==> config.mk <==
export PLATFORM = sky130hd
export DESIGN_NAME = mux_rr_arbiter
export DESIGN_NICKNAME = d
export VERILOG_FILES = /design/src/rtl/mux_rr_arbiter.sv
export SDC_FILE = /design/constraint.sdc
export NUM_CORES = 1
export LEC_CHECK = 0
export CAP_MARGIN = 20
export CORE_MARGIN = 2
export CORE_UTILIZATION = 45
export CTS_CLUSTER_SIZE = 30
export DETAILED_ROUTE_END_ITERATION = 16
export GPL_TIMING_DRIVEN = 1
export PLACE_DENSITY = 0.77
export SLEW_MARGIN = 20
export SYNTH_ARGS = -nofsm -noshare
export SYNTH_HDL_FRONTEND = slang
export SYNTH_SLANG_ARGS = --single-unit
==> constraint.sdc <==
create_clock -name clk -period 3.4 [get_ports clk]
set_input_delay 0.34 -clock clk [delete_from_list [all_inputs] [get_ports clk]]
set_output_delay 0.34 -clock clk [all_outputs]
set_load 0.005 [all_outputs]
==> src/rtl/mux_rr_arbiter.sv <==
// Purpose: two-source packet-aware round-robin arbiter feeding mux_struct; registered beat + sel.
// Latency: 1 cycle from accepted source beat to out_*/sel.
// Backpressure: readies = space (!out_valid || out_ready) for the granted source only; output holds while stalled.
module mux_rr_arbiter #(
    parameter int size  = 8,
    parameter int cnt_w = 16
) (
    input  logic             clk,
    input  logic             rst_n,
    input  logic             a_valid,
    input  logic [size-1:0]  a_data,
    input  logic             a_last,
    output logic             a_ready,
    input  logic             b_valid,
    input  logic [size-1:0]  b_data,
    input  logic             b_last,
    output logic             b_ready,
    output logic             out_valid,
    output logic [size-1:0]  out_data,
    output logic             out_last,
    input  logic             out_ready,
    output logic             sel,
    output logic [cnt_w-1:0] a_count,
    output logic [cnt_w-1:0] b_count
);

    typedef enum logic [1:0] {
        IDLE   = 2'd0,
        LOCK_A = 2'd1,
        LOCK_B = 2'd2
    } state_t;

    state_t state;
    logic   ptr;        // 0 = a has priority on contention, 1 = b
    logic   space;
    logic   grant_a;
    logic   grant_b;
    logic   acc_a;
    logic   acc_b;

    assign space = !out_valid || out_ready;

    // Pick the source that owns the output this cycle: locked source, else round-robin among valids.
    always_comb begin
        grant_a = 1'b0;
        grant_b = 1'b0;
        case (state)
            LOCK_A: grant_a = 1'b1;
            LOCK_B: grant_b = 1'b1;
            default: begin
                if (a_valid && (!b_valid || !ptr)) begin
                    grant_a = 1'b1;
                end else if (b_valid) begin
                    grant_b = 1'b1;
                end
            end
        endcase
    end

    // Readies are also masked by reset so nothing is offered while the block is held in reset.
    assign a_ready = rst_n && space && grant_a;
    assign b_ready = rst_n && space && grant_b;
    assign acc_a   = a_valid && a_ready;
    assign acc_b   = b_valid && b_ready;

    // Packet lock FSM and round-robin pointer; the pointer flips only at end of packet.
    always_ff @(posedge clk or negedge rst_n) begin
        if (!rst_n) begin
            state <= IDLE;
            ptr   <= 1'b0;
        end else begin
            if (acc_a) begin
                if (a_last) begin
                    state <= IDLE;
                    ptr   <= 1'b1;
                end else begin
                    state <= LOCK_A;
                end
            end else if (acc_b) begin
                if (b_last) begin
                    state <= IDLE;
                    ptr   <= 1'b0;
                end else begin
                    state <= LOCK_B;
                end
            end
        end
    end

    // Single output register: data, last and sel always load together so sel matches out_data.
    always_ff @(posedge clk or negedge rst_n) begin
        if (!rst_n) begin
            out_valid <= 1'b0;
            out_data  <= '0;
            out_last  <= 1'b0;
            sel       <= 1'b0;
        end else begin
            if (acc_a) begin
                out_valid <= 1'b1;
                out_data  <= a_data;
                out_last  <= a_last;
                sel       <= 1'b0;
            end else if (acc_b) begin
                out_valid <= 1'b1;
                out_data  <= b_data;
                out_last  <= b_last;
                sel       <= 1'b1;
            end else if (out_ready) begin
                out_valid <= 1'b0;
            end
        end
    end

    // Saturating accepted-beat counters for debug visibility.
    always_ff @(posedge clk or negedge rst_n) begin
        if (!rst_n) begin
            a_count <= '0;
            b_count <= '0;
        end else begin
            if (acc_a && (a_count != {cnt_w{1'b1}})) begin
                a_count <= a_count + 1'b1;
            end
            if (acc_b && (b_count != {cnt_w{1'b1}})) begin
                b_count <= b_count + 1'b1;
            end
        end
    end

endmodule

==> summary.txt <==
Placement
  • Final Wtd Congestion: roughly 0.79
  • Placed Cells: 350
  • DP Area: 3030 um^2
  • Half-perimeter wire length after detailed placement: 3520 um
  • Pre-CTS WS: between 1000 and 1500 ps
  • IO Port Bufs: 67

Setup path
  • Crit path top cell by count: nor2_1
  • CP delay by family, top: buffers and inverters
  • CP Max Fanout: 6
  • CP required: 3060 ps
  • Crit-path cells: inv_1 > ha_1 > nor2b_1 > nor2_1 > nor2_1 > clkdlybuf4s50_1
  • CP Class: flop to output pin
  • Crit path max-delay cell type: clkdlybuf4s50_1
  • Critical path launch point: state[0]
  • Critical R2R Launch: state[0]
  • R2R Setup Slk: roughly 1300 ps
  • Worst Setup End Kind: output pin
  • CP peak stage delay: approximately 520 ps
  • CP Buf/Inv Count: 2
  • Arrival time worst endpoint: 2010 ps
  • Startpoint types: flop

Routing
  • DRC: 0
  • Vias: around 1900
  • Total wire length: 4880 um
  • Via/cell ratio: approximately 5.2
  • Wirelength per Cell: approximately 14 um
  • 1st-pass router iterations: 4
  • Starting DRT DRC Count: 112
  • Final antenna-violating net count: 0

Power
  • Max VDD drop: 0.000348 V
  • Leak: 1.34 nW
  • Pwr/cell area: 582 nW/um^2

STA
  • Fmax: between 400 and 500 MHz
  • Tcrit/Tclk final: 0.690
  • RSZ-0062 raised after global routing: false
  • Fin. Hold Viols: 0
  • Pin slew with the least headroom to its limit: 570 ps
  • Hold_ws: 438 ps
  • Worst Skew: approximately 5.7 ps
  • Post-route minimum period: 2350 ps
  • Worst slew margin: 0.620
  • Setup TNS: 0 ps
  • Max Slew Vio Count: 0
  • # setup viols final: 0
  • Post-route setup slack: 1050 ps

Clock network
  • Root Buffer: clkbuf_8
  • Num CTS Buffers: 5
  • Worst skew pair latency: around 300 ps
  • Hold_buf cts: 1
  • CTS Buffer Depth: 2
  • # Post-CTS Setup Buffers: 0
  • CTS tree: built
  • Post-CTS Resized: 0
  • Worst-path clk slew: around 80 ps
  • Number of clock sinks: 46
  • H-tree level count: 2

Final layout
  • N_diodes: 0
  • Non-filler cells, final: between 300 and 400
  • Share of cells above drive strength 1: 0.0822
  • Design area: 3150 um^2
  • Layout Area Growth over Synthesis: 37.2%
  • Filler cells: 419
  • Layout net count: around 320
  • Area occupied by multi-input gates: about 1100 um^2
  • Sequential Area: 1150 um^2

Yosys
  • Register area share after synthesis: 0.502
  • #FFs+latches synth: 46
  • Mapped cell area: 2290 um^2
  • Synth cell types: 39
  • Leading area contributor after synthesis: dfrtp_1
  • Area contributors post-synth: dfrtp_1 50%, xnor2_1 4.6%, xor2_1 4.6%
  • Syn_nets: 246
  • Average cell area after synthesis: ~10 um^2
  • Post-Syn Instances: 219
  • Share of the synthesized area in the top cell type: 0.502
  • Yosys warns: 0

Floorplanning
  • Floorplan core area: 4820 um^2
  • Ports: approximately 70
  • Initial core utilization: 0.476
  • Die area: 5680 um^2
  • Die W: 75.4 um
  • Die Span Y: 75.4 um
  • Rows: 25

Run
  • Max-capacitance violation count: 0

Worst hold path
  • Worst Hold Class: input pin to asynchronous set/reset pin

Global route
  • Vias in the first global route: 1820
  • Global-route wire length before repair: 8060 um
  • Gr usage total: 0.185
  • Initial antenna violation count: 0
  • Largest net degree at the start of global routing: 44
  • Total grt overflow: 0

Status
  • Run status: finished clean
==> per-stage QoR <==
stage                     total power, mW  utilization
after floorplan                      1.11            -
after global placement               1.45        0.628
after detailed placement             1.46        0.628
after CTS                            1.85        0.653
after global routing                 1.95        0.653
final                                1.83        0.653
==> state kept, by name, indices dropped and copies added (netlist names) <==
register,cells
a_count,16
b_count,16
out_data,8
out_last,1
out_valid,1
ptr,1
sel,1
state,2
==> cell type report <==
cell class | instances | share of cell area
flip-flops and latches | 46 | 0.366
clock buffers | 8 | 0.0350
repair buffers | 70 | 0.219
multi-input cells | 164 | 0.348
inverters | 4 | 0.00477
well taps | 67 | 0.0266
==> synth_stat cells, drive strengths merged <==
cell     instances
clkbuf           2
and2             2
nor3b            1
a21oi            8
mux2i            8
o2111ai          1
inv              4
and3             5
nor3            10
ha               4
nand2b           5
o21a             3
nor4             4
buf              3
dfrtp           46
a31oi            1
or2              2
xnor2           12
nand2           27
nor2            14
mux2             3
o21ai           11
and4             1
nand3           13
nand4            7
o2111a           2
a21boi           1
o211ai           1
a21o             2
nor2b            3
nand3b           1
xor2            12
==> worst paths after layout <==
check,to,cells past startpoint
setup / recovery,a_ready,6
hold / removal,out_data[1],2
setup reg to reg,a_count[5],7
hold reg to reg,sel,2
max in group asynchronous,b_count[7],3
min in group clk,sel,2
==> layout by cell type (no fill, tap or decap), types with 2 or more instances in the layout <==
cell	Yosys	layout
dfrtp_1	46	46
xor2_1	12	12
o2111a_1	2	2
nand2b_1	5	5
nor3_2	3	3
a21o_1	2	2
a21oi_1	8	8
o21ai_0	11	11
and2_1	2	2
clkbuf_8	0	8
ha_1	4	4
nor2_1	14	14
o21a_1	3	3
or2_2	2	2
nor2b_1	2	2
inv_1	4	4
clkdlybuf4s50_1	0	66
xnor2_1	12	12
nor3_1	7	7
buf_4	1	2
mux2i_1	8	8
nand4_1	6	6
nand3_1	13	13
nand2_1	27	27
nor4_1	3	3
mux2_2	2	2
and3_1	5	5
==> layer usage <==
metal  global-route usage  share of wire  vias up
li1                     -              -      915
met1                0.249           0.45      893
met2                0.295           0.48       57
met3               0.0595          0.064        6
met4               0.0409         0.0084        0
met5                    0              0        -
==> power by group <==
part	switching [mW]	total, mW	internal [mW]	leakage, nW
Sequential	0.123	0.801	0.678	0.605
Combinational	0.267	0.649	0.382	0.681
Clock	0.175	0.380	0.205	0.0575
==> cells by family after synthesis <==
logic type	share of synthesized area
AO/OA/AOI/OAI	0.0851
XOR/XNOR	0.0917
adder cells (fa/ha/maj)	0.0218
buffers and inverters	0.0202
flip-flops	0.502
multiplexers	0.0496
AND/OR/NAND/NOR	0.230
Note: power is estimated with default switching activity, not from simulation.
==> patch 1: new RTL, same settings <==
Re-encode `state_t` (3 states) as one-hot, 3 bits wide.
--- a/src/rtl/mux_rr_arbiter.sv
+++ b/src/rtl/mux_rr_arbiter.sv
@@ -24,10 +24,10 @@
     output logic [cnt_w-1:0] b_count
 );
 
-    typedef enum logic [1:0] {
-        IDLE   = 2'd0,
-        LOCK_A = 2'd1,
-        LOCK_B = 2'd2
+    typedef enum logic [2:0] {
+        IDLE   = 3'b001,
+        LOCK_A = 3'b010,
+        LOCK_B = 3'b100
     } state_t;
 
     state_t state;
Function: same outputs for any inputs over 10 cycles, from zero or initial values and one cycle with rst_n low; not proved beyond that.
==> patch 1 against the unedited design <==
Via count decreased by 2.6%. Total power increased by 0.44%. Sequential cell count increased by 1. Synthesized area up 0.82%. Hold slack worse by 420 ps. Setup slack better by 200 ps. Routed wire length down 3.4%. Cell area shrank 1.1%. Cell count down 3.3%. Highest routed layer unchanged.
==> patch 1: results (changes against the unedited design) <==
num_vias: 1823  # -2.6%
fin_nets: 301  # -5.3%
preCtsSetupSlack_ps: 1040  # -144 ps
critPathTopFamily: "flip-flops"
async_reset_ff_share_pct: 100  # unchanged
p_int_mw: 1.26  # -0.47%
grt_pass1_wl_mm: 7.83  # -2.8%
place_congestion: 0.777  # -1.7%
finalNonFillerCells: 347  # -3.3%
syn_inst: 206  # -5.9%
grt_usage_pct: 17.7  # -0.74 points
first_iter_violations: 81  # -28%
htreeDepth: 2  # unchanged
worstSkewPairLatency_ps: 290
dp_hpwl_mm: 3.54  # +0.49%
slew_headroom_pct: 45.0  # -17 points
fin_crit_sh_pct: 63.1  # -6.0 points
p_leak_nw: 1.33  # -0.66%
antenna_found_initial: 0  # unchanged
clock_skew_ps: 3.90  # -1.76 ps
slowest_stage: "dfstp_2"
nFillCells: 414  # -1.2%
detail_route.wirelength_mm: 4.71  # -3.4%
drive_above_1_share_pct: 10.8  # +2.6 points
grt_max_degree: 29  # -34%
synthTopCellsByArea: "dfrtp_1 50%, xor2_1 6.8%, xnor2_1 4.5%"
worstPathArrival_ps: 1800  # -210 ps
crit_fanout: 4  # -2
syn_nets: 231  # -6.1%
ys_seq_area_share_pct: 50.9  # +0.73 points
critPathMaxStageDelay_ps: 560  # +40 ps
regToRegStartpoint: "a_count[3]$_DFFE_PN0P_"
grt_pass1_vias: 1725  # -5.2%
r2r_slack_ps: 1260  # about the same
status: "completed"
startpoint: "state[0]$_DFFE_PN1P_"
ir_worst_vdd_mv: 0.367  # +5.5%
synthTopCellsByCount: "46 x dfrtp_1, 23 x nand2_1, 18 x xor2_1, 12 x nand4_1, 12 x xnor2_1"
dp.cells: 339  # -3.1%
-- patch 1: area by class of cell --
cell class,count,area share (%)
Clock buffer,7,2.45
Sequential cell,47,37.8
Timing Repair Buffer,70,22.1
Tap cell,70,2.81
Clock inverter,1,0.161
Multi-Input combinational cell,152,34.6
-- patch 1: worst register-to-register path: cells and delay by family (launching register included) --
kind / cells / cell delay [ps]
and+or+nand+nor: 4 / 1130
DFF: 1 / 450
buffers and inverters: 1 / 270
xor gates and xnor gates: 1 / 170
-- patch 1: power groups by stage --
stage	clock network [mW]	logic (mW)	registers [mW]
after global routing	0.361	0.712	0.900
final	0.322	0.640	0.877
after global placement	0	0.637	0.878
after CTS	0.332	0.649	0.877
after floorplan	0	0.294	0.865
after detailed placement	0	0.646	0.886
-- patch 1: worst paths after layout --
check | end | cells past startpoint
max | b_ready | 4
min | out_data[3]$_DFFE_PN0P_ | 1
max reg2reg | a_count[7]$_DFFE_PN0P_ | 6
min reg2reg | a_count[10]$_DFFE_PN0P_ | 1
max in group asynchronous | state[0]$_DFFE_PN1P_ | 2
min in group clk | a_count[10]$_DFFE_PN0P_ | 1
-- patch 1: logic make-up after synthesis --
family / synth area share, %
and+or+nand+nor: 25.4
DFF: 50.9
xor gates and xnor gates: 11.4
AOI/OAI and AO/OA: 4.33
muxes: 4.44
buffers and inverters: 2.44
adders and majority gates: 1.08
-- patch 1: layer usage --
layer / routed length [um] / up-vias / track usage (%) / part of all wire [%]
li1: - / 872 / - / -
met1: 2070 / 894 / 23.3 / 44
met2: 2370 / 55 / 29.3 / 50
met3: 256 / 2 / 5.42 / 5.4
met4: 16 / 0 / 3.51 / 0.34
met5: 0 / - / 0 / 0
-- patch 1: stage by stage --
| stage | cell area [um2] | hold WS, ps |
|---|---|---|
| final | 3110 | 16.3 |
| after global placement | 3030 | 343 |
| after detailed placement | 3030 | 351 |
| after CTS | 3110 | 24.1 |
| after global routing | 3110 | 35.1 |
| after floorplan | 2310 | 44.4 |
==> patch 2: new RTL, config.mk and constraints unchanged <==
Without the edit above. `size`: 8 -> 4.
--- a/src/rtl/mux_rr_arbiter.sv
+++ b/src/rtl/mux_rr_arbiter.sv
@@ -2,7 +2,7 @@
 // Latency: 1 cycle from accepted source beat to out_*/sel.
 // Backpressure: readies = space (!out_valid || out_ready) for the granted source only; output holds while stalled.
 module mux_rr_arbiter #(
-    parameter int size  = 8,
+    parameter int size  = 4,
     parameter int cnt_w = 16
 ) (
     input  logic             clk,
Ports: changed (resized a_data, b_data and out_data); port bits go from 68 to 56. The function was not compared with the original's and may differ.
==> patch 2 against the unedited design <==
Global-route usage up 0.093 points. Sequential cell count down 4. Total power down 1.5%. Cell area down 12%. Count of clock-buffer cells in the layout down 2. Routed wire length down 11%. First-iteration DRC count down 39%. Setup slack better by 8.0 ps. Cell count down 18%. Synthesized area down 12%. Hold slack worse by 33 ps. Critical path type is now flip-flop to flip-flop. Largest cell class unchanged. Highest routed layer unchanged.
==> patch 2: results (changes against the unedited design) <==
p_leak_nw: 1.16  # -13%
switching_share_pct: 30.1  # -0.80 points
register_area_um2: 1050  # -8.7%
buf_share_pct: 20.4  # -1.5 points
clockBufferCount: 6  # -2
place_area_um2: 2610  # -14%
dp_hpwl_mm: 3.04  # -14%
muxShareOfSynthArea_pct: 1.12  # -3.8 points
synthesis.area_um2: 2010  # -12%
grt_usage_pct: 18.6  # +0.093 points
max_freq_mhz: 428  # +0.34%
nFillCells: 374  # -11%
grt_pass1_vias: 1526  # -16%
synth_compound_area_share_pct: 6.34  # -2.2 points
powerComb_uw: 597  # -8.0%
grt_pass1_wl_mm: 7.37  # -8.6%
fin_nets: 262  # -18%
whs_ps: 404  # -33.1 ps
io_buffers: 55  # -18%
p_sw_uw: 542  # -4.1%
via_per_inst: 5.27  # +1.1%
use_met3_pct: 4.70  # -1.3 points
syn2layout_area_growth_pct: 37.0
met1_length_mm: 2.02  # -7.6%
status: "completed"
tightest_slew_ps: 574  # +4.30 ps
dp.cells: 287  # -18%
grt_max_degree: 41  # -6.8%
syn_inst: 183  # -16%
setup.worst_path.end: "a_count[1]$_DFFE_PN0P_"
num_vias: 1559  # -17%
routed-wl-met2_mm: 2.06  # -12%
ys_seq_area_share_pct: 52.2  # +2.0 points
grtUsageMet2_pct: 28.9  # -0.60 points
worstPathArrival_ps: 2530  # +520 ps
yosysUniqueCellTypes: 34  # -13%
use_met1_pct: 25.4  # +0.55 points
place_congestion: 0.790  # about the same
-- patch 2: changes by cell type after synthesis, sizes merged, moves of 5 or more --
cell,change
nand2,-7
mux2i,-8
xor2,-9
nand4,+6
xnor2,+15
a31oi,+5
o21ai,-11
nor3,-9
-- patch 2: worst max-delay path: stages (launching register included) --
cell     delay, ps
dfrtp_1        380
inv_1           60
ha_1           390
o21a_1         150
nand4_2        390
a21oi_1        480
mux2_2         380
-- patch 2: logic make-up after synthesis --
logic type / after synthesis
buffers and inverters: 7
AND/OR/NAND/NOR: 81
XOR/XNOR: 30
multiplexers: 2
flip-flops: 42
adder cells (fa/ha/maj): 4
AO/OA/AOI/OAI: 17
-- patch 2: timing repair --
item                                   in CTS  in global routing
hold buffers                                1                  0
buffers inserted                            0                  0
endpoints found under the hold margin       2                  0
